### config.mk
export PLATFORM = sky130hd
export DESIGN_NAME = scr1_tcm_portb_arb_flat
export DESIGN_NICKNAME = d
export VERILOG_FILES = /design/src/rtl/scr1_tcm_arb_pkg.sv /design/src/rtl/scr1_tcm_portb_arb_if.sv /design/src/rtl/scr1_tcm_lane_fmt.sv /design/src/rtl/scr1_tcm_portb_arb.sv /design/src/flat_wrapper.sv
export SDC_FILE = /design/constraint.sdc
export NUM_CORES = 1
export LEC_CHECK = 0
export ABC_AREA = 0
export CAP_MARGIN = 10
export CORE_AREA = 3 3 104 106
export DETAILED_ROUTE_END_ITERATION = 8
export DIE_AREA = 0 0 107 109
export GPL_TIMING_DRIVEN = 0
export PLACE_DENSITY = 0.75
export SLEW_MARGIN = 10
export SYNTH_ARGS = -nofsm -noshare
export SYNTH_HDL_FRONTEND = slang
export SYNTH_HIERARCHICAL = 1
export SYNTH_SLANG_ARGS = --single-unit
### constraint.sdc
create_clock -name clk -period 6.8 [get_ports clk]
set_clock_uncertainty 0.1 [all_clocks]
set_input_delay 1.36 -clock clk [delete_from_list [all_inputs] [get_ports clk]]
set_output_delay 1.36 -clock clk [all_outputs]
set_load 0.02 [all_outputs]
### src/rtl/scr1_tcm_arb_pkg.sv
// ----------------------------------------------------------------------------
// scr1_tcm_arb_pkg
// Shared types and helpers for the TCM port B arbiter.
//   type_tcm_cmd_e    : READ / WRITE command encoding
//   type_tcm_width_e  : BYTE / HALF / WORD access width (2'd3 is illegal)
//   type_tcm_owner_e  : owner of the response that is due next cycle
//   tcm_misaligned()  : misalignment check for a legal width
// ----------------------------------------------------------------------------
package scr1_tcm_arb_pkg;

  typedef enum logic {
    READ  = 1'b0,
    WRITE = 1'b1
  } type_tcm_cmd_e;

  typedef enum logic [1:0] {
    BYTE = 2'd0,
    HALF = 2'd1,
    WORD = 2'd2
  } type_tcm_width_e;

  typedef enum logic [1:0] {
    NONE = 2'd0,
    DM   = 2'd1,
    SB   = 2'd2
  } type_tcm_owner_e;

  // A half must sit on an even address, a word on a multiple of four.
  function automatic logic tcm_misaligned(input logic [1:0] width,
                                          input logic [1:0] addr_lo);
    return ((width == HALF) && addr_lo[0]) ||
           ((width == WORD) && (addr_lo != 2'b00));
  endfunction

endpackage

### src/rtl/scr1_tcm_portb_arb_if.sv
// ----------------------------------------------------------------------------
// Interfaces of the TCM port B arbiter.
//
// scr1_tcm_req_if : one requester (DMEM or SBA).
//   Handshake: the requester raises req with cmd/width/addr/wdata and holds
//   them stable until it sees ack in the same cycle (ack is a same-cycle
//   "accepted" strobe, like ready with req as valid). Exactly one cycle after
//   ack, resp pulses for one cycle; err qualifies resp, rdata is the raw
//   memory word for a successful read and 0 otherwise.
//   modport master : the requester side
//   modport slave  : the arbiter side
//
// scr1_tcm_mem_if : port B of the TCM memory.
//   renb/wenb strobes, webb byte enables, addrb word address, datab write
//   data; qb is read data valid the cycle after renb.
//   modport master : the arbiter side
//   modport slave  : the memory side
// ----------------------------------------------------------------------------
interface scr1_tcm_req_if #(
  parameter int AW = 16
);
  logic          req;
  logic          cmd;
  logic [1:0]    width;
  logic [AW-1:0] addr;
  logic [31:0]   wdata;
  logic          ack;
  logic          resp;
  logic          err;
  logic [31:0]   rdata;

  modport master (output req, cmd, width, addr, wdata,
                  input  ack, resp, err, rdata);
  modport slave  (input  req, cmd, width, addr, wdata,
                  output ack, resp, err, rdata);
endinterface

interface scr1_tcm_mem_if #(
  parameter int AW = 16
);
  logic          renb;
  logic          wenb;
  logic [3:0]    webb;
  logic [AW-3:0] addrb;
  logic [31:0]   datab;
  logic [31:0]   qb;

  modport master (output renb, wenb, webb, addrb, datab,
                  input  qb);
  modport slave  (input  renb, wenb, webb, addrb, datab,
                  output qb);
endinterface

### src/rtl/scr1_tcm_lane_fmt.sv
// ----------------------------------------------------------------------------
// scr1_tcm_lane_fmt
// Purely combinational byte-lane formatter for one access.
//   i_width     : access width (BYTE/HALF/WORD, 3 illegal)
//   i_addr_lo   : byte offset within the word
//   i_wdata     : right-justified write data
//   o_webb      : byte enables for the addressed lanes
//   o_datab     : write data shifted onto its lanes, unused lanes zero
//   o_illegal   : width 3 or misaligned access
// ----------------------------------------------------------------------------
module scr1_tcm_lane_fmt
  import scr1_tcm_arb_pkg::*;
(
  input  logic [1:0]  i_width,
  input  logic [1:0]  i_addr_lo,
  input  logic [31:0] i_wdata,
  output logic [3:0]  o_webb,
  output logic [31:0] o_datab,
  output logic        o_illegal
);

  logic [4:0] w_shamt;

  assign w_shamt = {i_addr_lo, 3'b000};

  always_comb begin
    o_webb    = 4'b0000;
    o_datab   = 32'h0;
    o_illegal = 1'b0;
    case (i_width)
      BYTE: begin
        o_webb  = 4'b0001 << i_addr_lo;
        o_datab = {24'h0, i_wdata[7:0]} << w_shamt;
      end
      HALF: begin
        o_webb  = 4'b0011 << i_addr_lo;
        o_datab = {16'h0, i_wdata[15:0]} << w_shamt;
      end
      WORD: begin
        o_webb  = 4'b1111;
        o_datab = i_wdata;
      end
      default: o_illegal = 1'b1;
    endcase
    if (tcm_misaligned(i_width, i_addr_lo)) begin
      o_illegal = 1'b1;
    end
  end

endmodule

### src/rtl/scr1_tcm_portb_arb.sv
// ----------------------------------------------------------------------------
// scr1_tcm_portb_arb
// Shares TCM port B between the core data interface (DMEM) and the system
// bus access requester (SBA). One access is accepted per cycle; its response
// returns exactly one cycle later to the requester that won.
//   clk, rst          : clock, synchronous active-high reset
//   dm_if             : DMEM requester (slave modport)
//   sb_if             : SBA requester (slave modport)
//   mem_if            : memory port B (master modport)
//   o_dbg_starve_cnt  : consecutive DMEM wins while SBA waits
//   o_dbg_resp_owner  : owner of the response driven this cycle
// ----------------------------------------------------------------------------
module scr1_tcm_portb_arb
  import scr1_tcm_arb_pkg::*;
#(
  parameter int SCR1_SIZE    = 65536,
  parameter int STARVE_LIMIT = 4,
  localparam int AW          = $clog2(SCR1_SIZE)
) (
  input  logic            clk,
  input  logic            rst,
  scr1_tcm_req_if.slave   dm_if,
  scr1_tcm_req_if.slave   sb_if,
  scr1_tcm_mem_if.master  mem_if,
  output logic [3:0]      o_dbg_starve_cnt,
  output type_tcm_owner_e o_dbg_resp_owner
);

  localparam logic [3:0] LIMIT4 = 4'(STARVE_LIMIT);

  logic            w_dm_win;
  logic            w_sb_win;
  logic            w_dm_ack;
  logic            w_sb_ack;
  logic            w_grant;
  logic            w_cmd;
  logic [1:0]      w_width;
  logic [AW-1:0]   w_addr;
  logic [31:0]     w_wdata;
  logic [3:0]      w_fmt_webb;
  logic [31:0]     w_fmt_datab;
  logic            w_fmt_illegal;
  logic            w_rd;
  logic            w_wr;
  logic            w_dm_resp;
  logic            w_sb_resp;
  logic [3:0]      w_starve_nxt;
  type_tcm_owner_e w_owner_nxt;

  logic [3:0]      r_starve_cnt;
  type_tcm_owner_e r_resp_owner;
  logic            r_resp_is_read;
  logic            r_resp_err;

  // Arbitration and winner mux. DMEM has priority until SBA has been passed
  // over STARVE_LIMIT times in a row. Acks are forced low during reset.
  always_comb begin
    w_dm_win = dm_if.req & (~sb_if.req | (r_starve_cnt != LIMIT4));
    w_sb_win = sb_if.req & ~w_dm_win;
    w_dm_ack = w_dm_win & ~rst;
    w_sb_ack = w_sb_win & ~rst;
    w_grant  = w_dm_ack | w_sb_ack;

    w_cmd    = dm_if.cmd;
    w_width  = dm_if.width;
    w_addr   = dm_if.addr;
    w_wdata  = dm_if.wdata;
    if (w_sb_win) begin
      w_cmd   = sb_if.cmd;
      w_width = sb_if.width;
      w_addr  = sb_if.addr;
      w_wdata = sb_if.wdata;
    end
  end

  scr1_tcm_lane_fmt u_lane_fmt (
    .i_width   (w_width),
    .i_addr_lo (w_addr[1:0]),
    .i_wdata   (w_wdata),
    .o_webb    (w_fmt_webb),
    .o_datab   (w_fmt_datab),
    .o_illegal (w_fmt_illegal)
  );

  // Rejected accesses are still acked but never reach the memory.
  assign w_rd = w_grant & ~w_fmt_illegal & (w_cmd == READ);
  assign w_wr = w_grant & ~w_fmt_illegal & (w_cmd == WRITE);

  assign mem_if.renb  = w_rd;
  assign mem_if.wenb  = w_wr;
  assign mem_if.webb  = w_wr ? w_fmt_webb : 4'b0000;
  assign mem_if.addrb = w_grant ? w_addr[AW-1:2] : '0;
  assign mem_if.datab = w_wr ? w_fmt_datab : 32'h0;

  // Next-state for the starvation counter and the response owner.
  always_comb begin
    w_starve_nxt = r_starve_cnt;
    w_owner_nxt  = NONE;
    if (!sb_if.req || w_sb_ack) begin
      w_starve_nxt = 4'd0;
    end else if (w_dm_ack && (r_starve_cnt != LIMIT4)) begin
      w_starve_nxt = r_starve_cnt + 4'd1;
    end
    if (w_dm_ack) begin
      w_owner_nxt = DM;
    end else if (w_sb_ack) begin
      w_owner_nxt = SB;
    end
  end

  always_ff @(posedge clk) begin
    if (rst) begin
      r_starve_cnt   <= 4'd0;
      r_resp_owner   <= NONE;
      r_resp_is_read <= 1'b0;
      r_resp_err     <= 1'b0;
    end else begin
      r_starve_cnt   <= w_starve_nxt;
      r_resp_owner   <= w_owner_nxt;
      r_resp_is_read <= w_rd;
      r_resp_err     <= w_grant & w_fmt_illegal;
    end
  end

  // A response owed while reset is high is dropped, not deferred.
  assign w_dm_resp = (r_resp_owner == DM) & ~rst;
  assign w_sb_resp = (r_resp_owner == SB) & ~rst;

  assign dm_if.ack   = w_dm_ack;
  assign dm_if.resp  = w_dm_resp;
  assign dm_if.err   = w_dm_resp & r_resp_err;
  assign dm_if.rdata = (w_dm_resp & r_resp_is_read) ? mem_if.qb : 32'h0;

  assign sb_if.ack   = w_sb_ack;
  assign sb_if.resp  = w_sb_resp;
  assign sb_if.err   = w_sb_resp & r_resp_err;
  assign sb_if.rdata = (w_sb_resp & r_resp_is_read) ? mem_if.qb : 32'h0;

  assign o_dbg_starve_cnt = r_starve_cnt;
  assign o_dbg_resp_owner = r_resp_owner;

endmodule

### src/flat_wrapper.sv
// flat-port wrapper written by rule: the top's interface ports become plain ports
module scr1_tcm_portb_arb_flat import scr1_tcm_arb_pkg::*;
#(
  parameter int SCR1_SIZE    = 65536,
  parameter int STARVE_LIMIT = 4,
  localparam int AW          = $clog2(SCR1_SIZE)
)
  (clk, rst, o_dbg_starve_cnt, o_dbg_resp_owner, dm_if_req, dm_if_cmd, dm_if_width, dm_if_addr, dm_if_wdata, dm_if_ack, dm_if_resp, dm_if_err, dm_if_rdata, sb_if_req, sb_if_cmd, sb_if_width, sb_if_addr, sb_if_wdata, sb_if_ack, sb_if_resp, sb_if_err, sb_if_rdata, mem_if_renb, mem_if_wenb, mem_if_webb, mem_if_addrb, mem_if_datab, mem_if_qb);
  scr1_tcm_req_if #(.AW((16))) dm_if_i ();
  scr1_tcm_req_if #(.AW((16))) sb_if_i ();
  scr1_tcm_mem_if #(.AW((16))) mem_if_i ();
  input  logic clk;
  input  logic rst;
  output logic [3:0] o_dbg_starve_cnt;
  output type_tcm_owner_e o_dbg_resp_owner;
  input wire logic [$bits(dm_if_i.req)-1:0] dm_if_req;
  input wire logic [$bits(dm_if_i.cmd)-1:0] dm_if_cmd;
  input wire logic [$bits(dm_if_i.width)-1:0] dm_if_width;
  input wire logic [$bits(dm_if_i.addr)-1:0] dm_if_addr;
  input wire logic [$bits(dm_if_i.wdata)-1:0] dm_if_wdata;
  output wire logic [$bits(dm_if_i.ack)-1:0] dm_if_ack;
  output wire logic [$bits(dm_if_i.resp)-1:0] dm_if_resp;
  output wire logic [$bits(dm_if_i.err)-1:0] dm_if_err;
  output wire logic [$bits(dm_if_i.rdata)-1:0] dm_if_rdata;
  input wire logic [$bits(sb_if_i.req)-1:0] sb_if_req;
  input wire logic [$bits(sb_if_i.cmd)-1:0] sb_if_cmd;
  input wire logic [$bits(sb_if_i.width)-1:0] sb_if_width;
  input wire logic [$bits(sb_if_i.addr)-1:0] sb_if_addr;
  input wire logic [$bits(sb_if_i.wdata)-1:0] sb_if_wdata;
  output wire logic [$bits(sb_if_i.ack)-1:0] sb_if_ack;
  output wire logic [$bits(sb_if_i.resp)-1:0] sb_if_resp;
  output wire logic [$bits(sb_if_i.err)-1:0] sb_if_err;
  output wire logic [$bits(sb_if_i.rdata)-1:0] sb_if_rdata;
  output wire logic [$bits(mem_if_i.renb)-1:0] mem_if_renb;
  output wire logic [$bits(mem_if_i.wenb)-1:0] mem_if_wenb;
  output wire logic [$bits(mem_if_i.webb)-1:0] mem_if_webb;
  output wire logic [$bits(mem_if_i.addrb)-1:0] mem_if_addrb;
  output wire logic [$bits(mem_if_i.datab)-1:0] mem_if_datab;
  input wire logic [$bits(mem_if_i.qb)-1:0] mem_if_qb;
  assign dm_if_i.req = dm_if_req;
  assign dm_if_i.cmd = dm_if_cmd;
  assign dm_if_i.width = dm_if_width;
  assign dm_if_i.addr = dm_if_addr;
  assign dm_if_i.wdata = dm_if_wdata;
  assign dm_if_ack = dm_if_i.ack;
  assign dm_if_resp = dm_if_i.resp;
  assign dm_if_err = dm_if_i.err;
  assign dm_if_rdata = dm_if_i.rdata;
  assign sb_if_i.req = sb_if_req;
  assign sb_if_i.cmd = sb_if_cmd;
  assign sb_if_i.width = sb_if_width;
  assign sb_if_i.addr = sb_if_addr;
  assign sb_if_i.wdata = sb_if_wdata;
  assign sb_if_ack = sb_if_i.ack;
  assign sb_if_resp = sb_if_i.resp;
  assign sb_if_err = sb_if_i.err;
  assign sb_if_rdata = sb_if_i.rdata;
  assign mem_if_renb = mem_if_i.renb;
  assign mem_if_wenb = mem_if_i.wenb;
  assign mem_if_webb = mem_if_i.webb;
  assign mem_if_addrb = mem_if_i.addrb;
  assign mem_if_datab = mem_if_i.datab;
  assign mem_if_i.qb = mem_if_qb;
  scr1_tcm_portb_arb #(.SCR1_SIZE(SCR1_SIZE), .STARVE_LIMIT(STARVE_LIMIT)) u_core (.clk(clk), .rst(rst), .dm_if(dm_if_i), .sb_if(sb_if_i), .mem_if(mem_if_i), .o_dbg_starve_cnt(o_dbg_starve_cnt), .o_dbg_resp_owner(o_dbg_resp_owner));
endmodule
== After elaboration in Yosys (flattened, before gate mapping) ==
Index checks and enable logic that the tools add are counted.

* Register bits: 8
* Output and inout port bits: 128

* Add/subtract/negate cells: 1
* Equality and inequality tests: 5
* Shift operators: 4
* Mux-type cells: 15
* Bitwise logic cells: 21
* Reductions and logical operators: 11

{| class="wikitable"
|+ Operator list
! operator !! count
|-
| $mux 32 || 4
|-
| $pmux 32 s3 || 1
|-
| $shl 16x5->32 || 1
|-
| $shl 8x5->32 || 1
|-
| $mux 16 || 1
|-
| $and 1x1->1 || 14
|-
| $mux 14 || 1
|-
| $pmux 4 s3 || 1
|-
| $not 1->1 || 5
|-
| $add 4x1->4 const B || 1
|-
| $eq 2x1->1 const B || 2
|-
| $eq 2x2->1 const B || 2
|-
| $mux 1 || 4
|-
| $mux 2 || 2
|-
| $mux 4 || 1
|-
| $ne 4x3->1 const B || 1
|-
| $reduce_or 2->1 || 2
|-
| $shl 1x2->4 const A || 1
|-
| $shl 2x2->4 const A || 1
|-
| $logic_and 1x1->1 || 3
|-
| $reduce_or 3->1 || 1
|-
| $logic_not 2->1 || 1
|-
| $logic_or 1x1->1 || 2
|-
| $or 1x1->1 || 2
|-
| 2 further kinds || 2
|}

== Logic depth before layout (Yosys ltp) ==
* Depth in word-level cells: 14
* Depth in mapped cells: 16
* Gate-level depth less buffers: 10

== Modules after synthesis ==
The synthesis kept the hierarchy.

{| class="wikitable"
|+ Modules (own cells, without submodules)
! module !! instances !! cells an instance !! area each (um^2) !! sequential area each (um^2)
|-
| scr1_tcm_portb_arb || 1 || 265 || 2149.6 || 160.2
|-
| scr1_tcm_lane_fmt || 1 || 102 || 643.1 || 0.0
|}

== Least setup slack after synthesis ==
OpenSTA, ideal clock, no wires.

* Kind: in2out
* From: input sb_if_req
* To: output mem_if_datab[22]
* Arrival time: 3.647 ns
* Data required time: 5.340 ns
* Slack: 1.693 ns
* Stages on the path: 14
* Buffers on the path: 6
* Cell sequence: inv_1 > a21oi_2 > buf_4 > buf_6 > mux2_1 > buf_2 > buf_2 > nor3_1 > nor2_1 > nor4bb_1 > buf_2 > buf_2 > and2_1 > a32o_1

* Word-level cells in the longest chain between the ends: 14
* Elaborated cells on any way between the ends: 29
* Those cells by class: 2 x eq/ne; 2 x shift; 8 x mux; 11 x bitwise; 6 x reduce/logical

{| class="wikitable"
|+ RTL lines
! element !! RTL line !! source
|-
| start, declared || flat_wrapper.sv:25 || <nowiki>input wire logic [$bits(sb_if_i.req)-1:0] sb_if_req;</nowiki>
|-
| $not 1->1 || scr1_tcm_portb_arb.sv:58 || <nowiki>w_dm_win = dm_if.req & (~sb_if.req | (r_starve_cnt != LIMIT4));</nowiki>
|-
| $or 1x1->1 || scr1_tcm_portb_arb.sv:58 ||
|-
| $and 1x1->1 || scr1_tcm_portb_arb.sv:58 ||
|-
| $not 1->1 || scr1_tcm_portb_arb.sv:59 || <nowiki>w_sb_win = sb_if.req & ~w_dm_win;</nowiki>
|-
| $and 1x1->1 * || scr1_tcm_portb_arb.sv:59 ||
|-
| $mux 16 * || scr1_tcm_portb_arb.sv:68 || <nowiki>if (w_sb_win) begin</nowiki>
|-
| net u_core.w_addr[0] || scr1_tcm_portb_arb.sv:38 || <nowiki>logic [AW-1:0] w_addr;</nowiki>
|-
| $reduce_bool 2->1 || scr1_tcm_arb_pkg.sv:32 || <nowiki>((width == WORD) && (addr_lo != 2'b00));</nowiki>
|-
| $logic_and 1x1->1 || scr1_tcm_arb_pkg.sv:32 ||
|-
| $logic_or 1x1->1 * || scr1_tcm_arb_pkg.sv:31 || <nowiki>return ((width == HALF) && addr_lo[0]) ||</nowiki>
|-
| $mux 1 * || scr1_tcm_lane_fmt.sv:45 || <nowiki>if (tcm_misaligned(i_width, i_addr_lo)) begin</nowiki>
|-
| net u_core.w_fmt_illegal || scr1_tcm_portb_arb.sv:42 || <nowiki>logic w_fmt_illegal;</nowiki>
|-
| $not 1->1 * || scr1_tcm_portb_arb.sv:87 || <nowiki>assign w_wr = w_grant & ~w_fmt_illegal & (w_cmd == WRITE);</nowiki>
|-
| $and 1x1->1 * (2 in a row) || scr1_tcm_portb_arb.sv:87 ||
|-
| $mux 32 * || scr1_tcm_portb_arb.sv:93 || <nowiki>assign mem_if.datab = w_wr ? w_fmt_datab : 32'h0;</nowiki>
|-
| end, declared || flat_wrapper.sv:38 || <nowiki>output wire logic [$bits(mem_if_i.datab)-1:0] mem_if_datab;</nowiki>
|}

Mark *: on every way through the listed nets, which the timed path passes. The rest lies on a longest branch.

== Final worst setup path ==
* From: input sb_if_req
* To: output mem_if_datab[15]

Same word-level chain as after synthesis.

==> impl_metrics.csv <==
group,metric,value,unit
global_routing,antenna_found_initial,0,
sta,slew_headroom,57.64,%
sta,whs,0.4481,ns
layout,multi_input_area,0.002288,mm^2
worst_setup_path,start_kind,"input port",
die,row_count,36,
place,gp_congestion,0.9099,
global_routing,grt.overflow.total,0,
synthesis,syn_inst,367,
die,dieArea,0.01166,mm^2
worst_setup_path,regToRegSetupSlack,3.68,ns
place,preCtsSetupSlack,0.1362,ns
place,port_buffers,265,
power,p_leak,2.581,nW
routing,via_count,4102,
synthesis,synth_area,0.002793,mm^2
synthesis,ys_seq_elements,8,
flow_run,drv_cap,0,
synthesis,ys_types,39,
synthesis,synth_area_leaders,"and3_1, a32o_1, and2_1, mux2_1, mux2_2",
clock_tree,cts.reportedPaths.clkPinSlew,0.04,ns
global_routing,grt_util_all_layers,23.47,%
die,die_h,109,um
layout,regArea,160.2,um^2
routing,viasPerCell,5.348,
routing,drc,0,
worst_setup_path,critPathMaxFanout,10,
power,clkPwrFrac,15.1,%
min_path,hp-class,"register to register",
sta,setup_violations,0,
clock_tree,cts_sinks,8,
sta,hold_viol,0,
global_routing,grt_max_degree,11,
synthesis,ys_top_cells_by_count,"and3_1, and2_1, a32o_1",
worst_setup_path,critPathLaunch,"sb_if_req",
clock_tree,cts_tree,"done",
power,p_sw_share,38.93,%
layout,finalNonFillerCells,767,
die,die_x,107,um
worst_setup_path,r2r-start,"u_core/o_dbg_starve_cnt[0]",
layout,nets,776,
sta,tightestPinTransition,0.6326,ns
layout,syn_to_final_growth,103.6,%
clock_tree,cts_made_buffers,3,
clock_tree,cts_hold_buf,0,
clock_tree,post_cts.repair.setup_buffers,0,
worst_setup_path,cp.required,5.34,ns
clock_tree,insertion_delay,0.23,ns
synthesis,yosysWarnings,6,
worst_setup_path,end_kind,"primary output",
routing,finalWirelength,14930,um
power,switchingPower,0.0001508,W
clock_tree,root_buffer,"clkbuf_8",
die,initial_core_util,28.31,%
power,power_density,68.12,mW/mm^2
synthesis,netlist.area_leader.share,14.34,%
clock_tree,clockBufferDepth,2,
sta,maxSlewViolCount,0,
synthesis,syn_area_per_cell,7.609,um^2
layout,drive_gt1_share,9.306,%
worst_setup_path,worst-setup-path-type,"input port to primary output",
global_routing,first_global_vias,3842,
power,power_frac_comb,72.0,%
place,placed_cells,765,
sta,setup_ws,0.1414,ns
sta,period_share,97.92,%
synthesis,seq_area_frac_synth,5.735,%
min_path,min_from,"u_core/o_dbg_starve_cnt[0]",
synthesis,syn_nets,507,
synthesis,postSynth.asyncResetShare,0,%
power,irDropWorstVdd,0.04203,mV
outcome,outcome,"finished clean",
routing,wire_per_inst,19.47,um
synthesis,synth_area_leader_cell,"and3_1",
power,p_int,0.0002365,W
global_routing,grt_pass1_wl,21620,um
synthesis,synth_edf_count,0,
layout,fillers,904,
die,ios,266,
place,dpl.hpwl,12660,um
sta,min_period,6.659,ns
layout,antennaDiodeCount,0,
synthesis,synth_flop_cell,"dfxtp_1",
routing,postRouteAntennaNets,0,
sta,max_freq,150.2,MHz
synthesis,synth.most_common_cell,"and3_1",
power,p_seq_share,12.9,%
die,core,0.009864,mm^2
clock_tree,h-tree-depth,1,
clock_tree,cts-resized-gates,0,
worst_setup_path,worstPathArrival,5.20,ns
routing,drtIter0Drc,264,
power,p_total,0.0003873,W
routing,dr.pass1.iters,6,
## placed cells by master, fill, tap and decap left out, types with 6 or more instances in the layout
| cell | instances |
|---|---|
| dfxtp_1 | 8 |
| dlymetal6s2s_1 | 12 |
| inv_1 | 14 |
| clkdlybuf4s50_1 | 253 |
| clkbuf_1 | 18 |
| a22oi_1 | 16 |
| a32o_1 | 36 |
| nand2_1 | 25 |
| a22o_1 | 15 |
| a222oi_1 | 8 |
| o31ai_1 | 8 |
| and2_1 | 38 |
| and3_1 | 64 |
| nor3_1 | 6 |
| mux2_2 | 18 |
| mux2_1 | 20 |
| nor2b_1 | 10 |
| buf_6 | 11 |
| buf_2 | 13 |
## critical path: stages
cell and delay [ns]:
clkdlybuf4s50_1 0.54, inv_1 0.11, a21oi_2 0.13, buf_4 0.22, buf_6 0.18, mux2_1 0.32
buf_2 0.18, buf_2 0.20, nor3_1 0.19, nor2_1 0.13, nor4bb_1 0.31, buf_4 0.22
buf_2 0.20, and2_1 0.14, a32o_1 0.14, clkdlybuf4s50_1 0.62
## state kept, by name (all words and copies together) (netlist names)
name,flops
u_core/r_resp_err,1
u_core/o_dbg_starve_cnt,4
u_core/r_resp_is_read,1
u_core/o_dbg_resp_owner,2
## area by class of cell
class	count	area share [%]
timing repair buffer	265	47.18
multi-input combinational	296	40.25
buffer	48	5.172
tap	133	2.927
sequential	8	2.817
inverter	14	0.9243
clock buffer	3	0.7262
## routing by layer
| metal | wire (um) | up-vias | track usage, % | part of all wire [%] |
|---|---|---|---|---|
| li1 | - | 1938 | - | - |
| met1 | 5686 | 1961 | 27.74 | 38 |
| met2 | 7818 | 185 | 44.15 | 52 |
| met3 | 1128 | 18 | 4.204 | 7.6 |
| met4 | 301 | 0 | 5.023 | 2.0 |
| met5 | 0 | - | 0 | 0 |
## final timing paths
path,endpoint,depth (start not counted)
min reg2reg,u_core/o_dbg_starve_cnt[0],1
min,u_core/o_dbg_starve_cnt[0],1
max,mem_if_datab[15],16
max reg2reg,u_core/r_resp_is_read,13
## power groups by stage
stage | registers [W] | clock network [W] | logic [W]
final | 0.0000501 | 0.0000583 | 0.000279
after global routing | 0.0000503 | 0.0000635 | 0.000298
after CTS | 0.0000502 | 0.0000595 | 0.000277
after detailed placement | 0.0000510 | 0 | 0.000275
after global placement | 0.0000509 | 0 | 0.000272
after floorplan | 0.0000516 | 0 | 0.000131
## metrics by stage
| step | utilization, % | area, um^2 | TNS, ns |
|---|---|---|---|
| CTS | 57.31 | 5653 | 0 |
| finish | 57.64 | 5685 | 0 |
| floorplan | - | 2793 | 0 |
| global route | 57.64 | 5685 | -0.8714 |
| global placement | 56.89 | 5612 | 0 |
| detailed placement | 56.89 | 5612 | 0 |
## logic make-up after synthesis
group           synth area share (%)
buf+inv                        12.32
flops                          5.735
fa+ha+maj                     0.8959
compound gates                 29.08
xor+xnor                      0.6274
mux                            16.04
simple gates                   35.31
(Power assumes the default switching activity.)
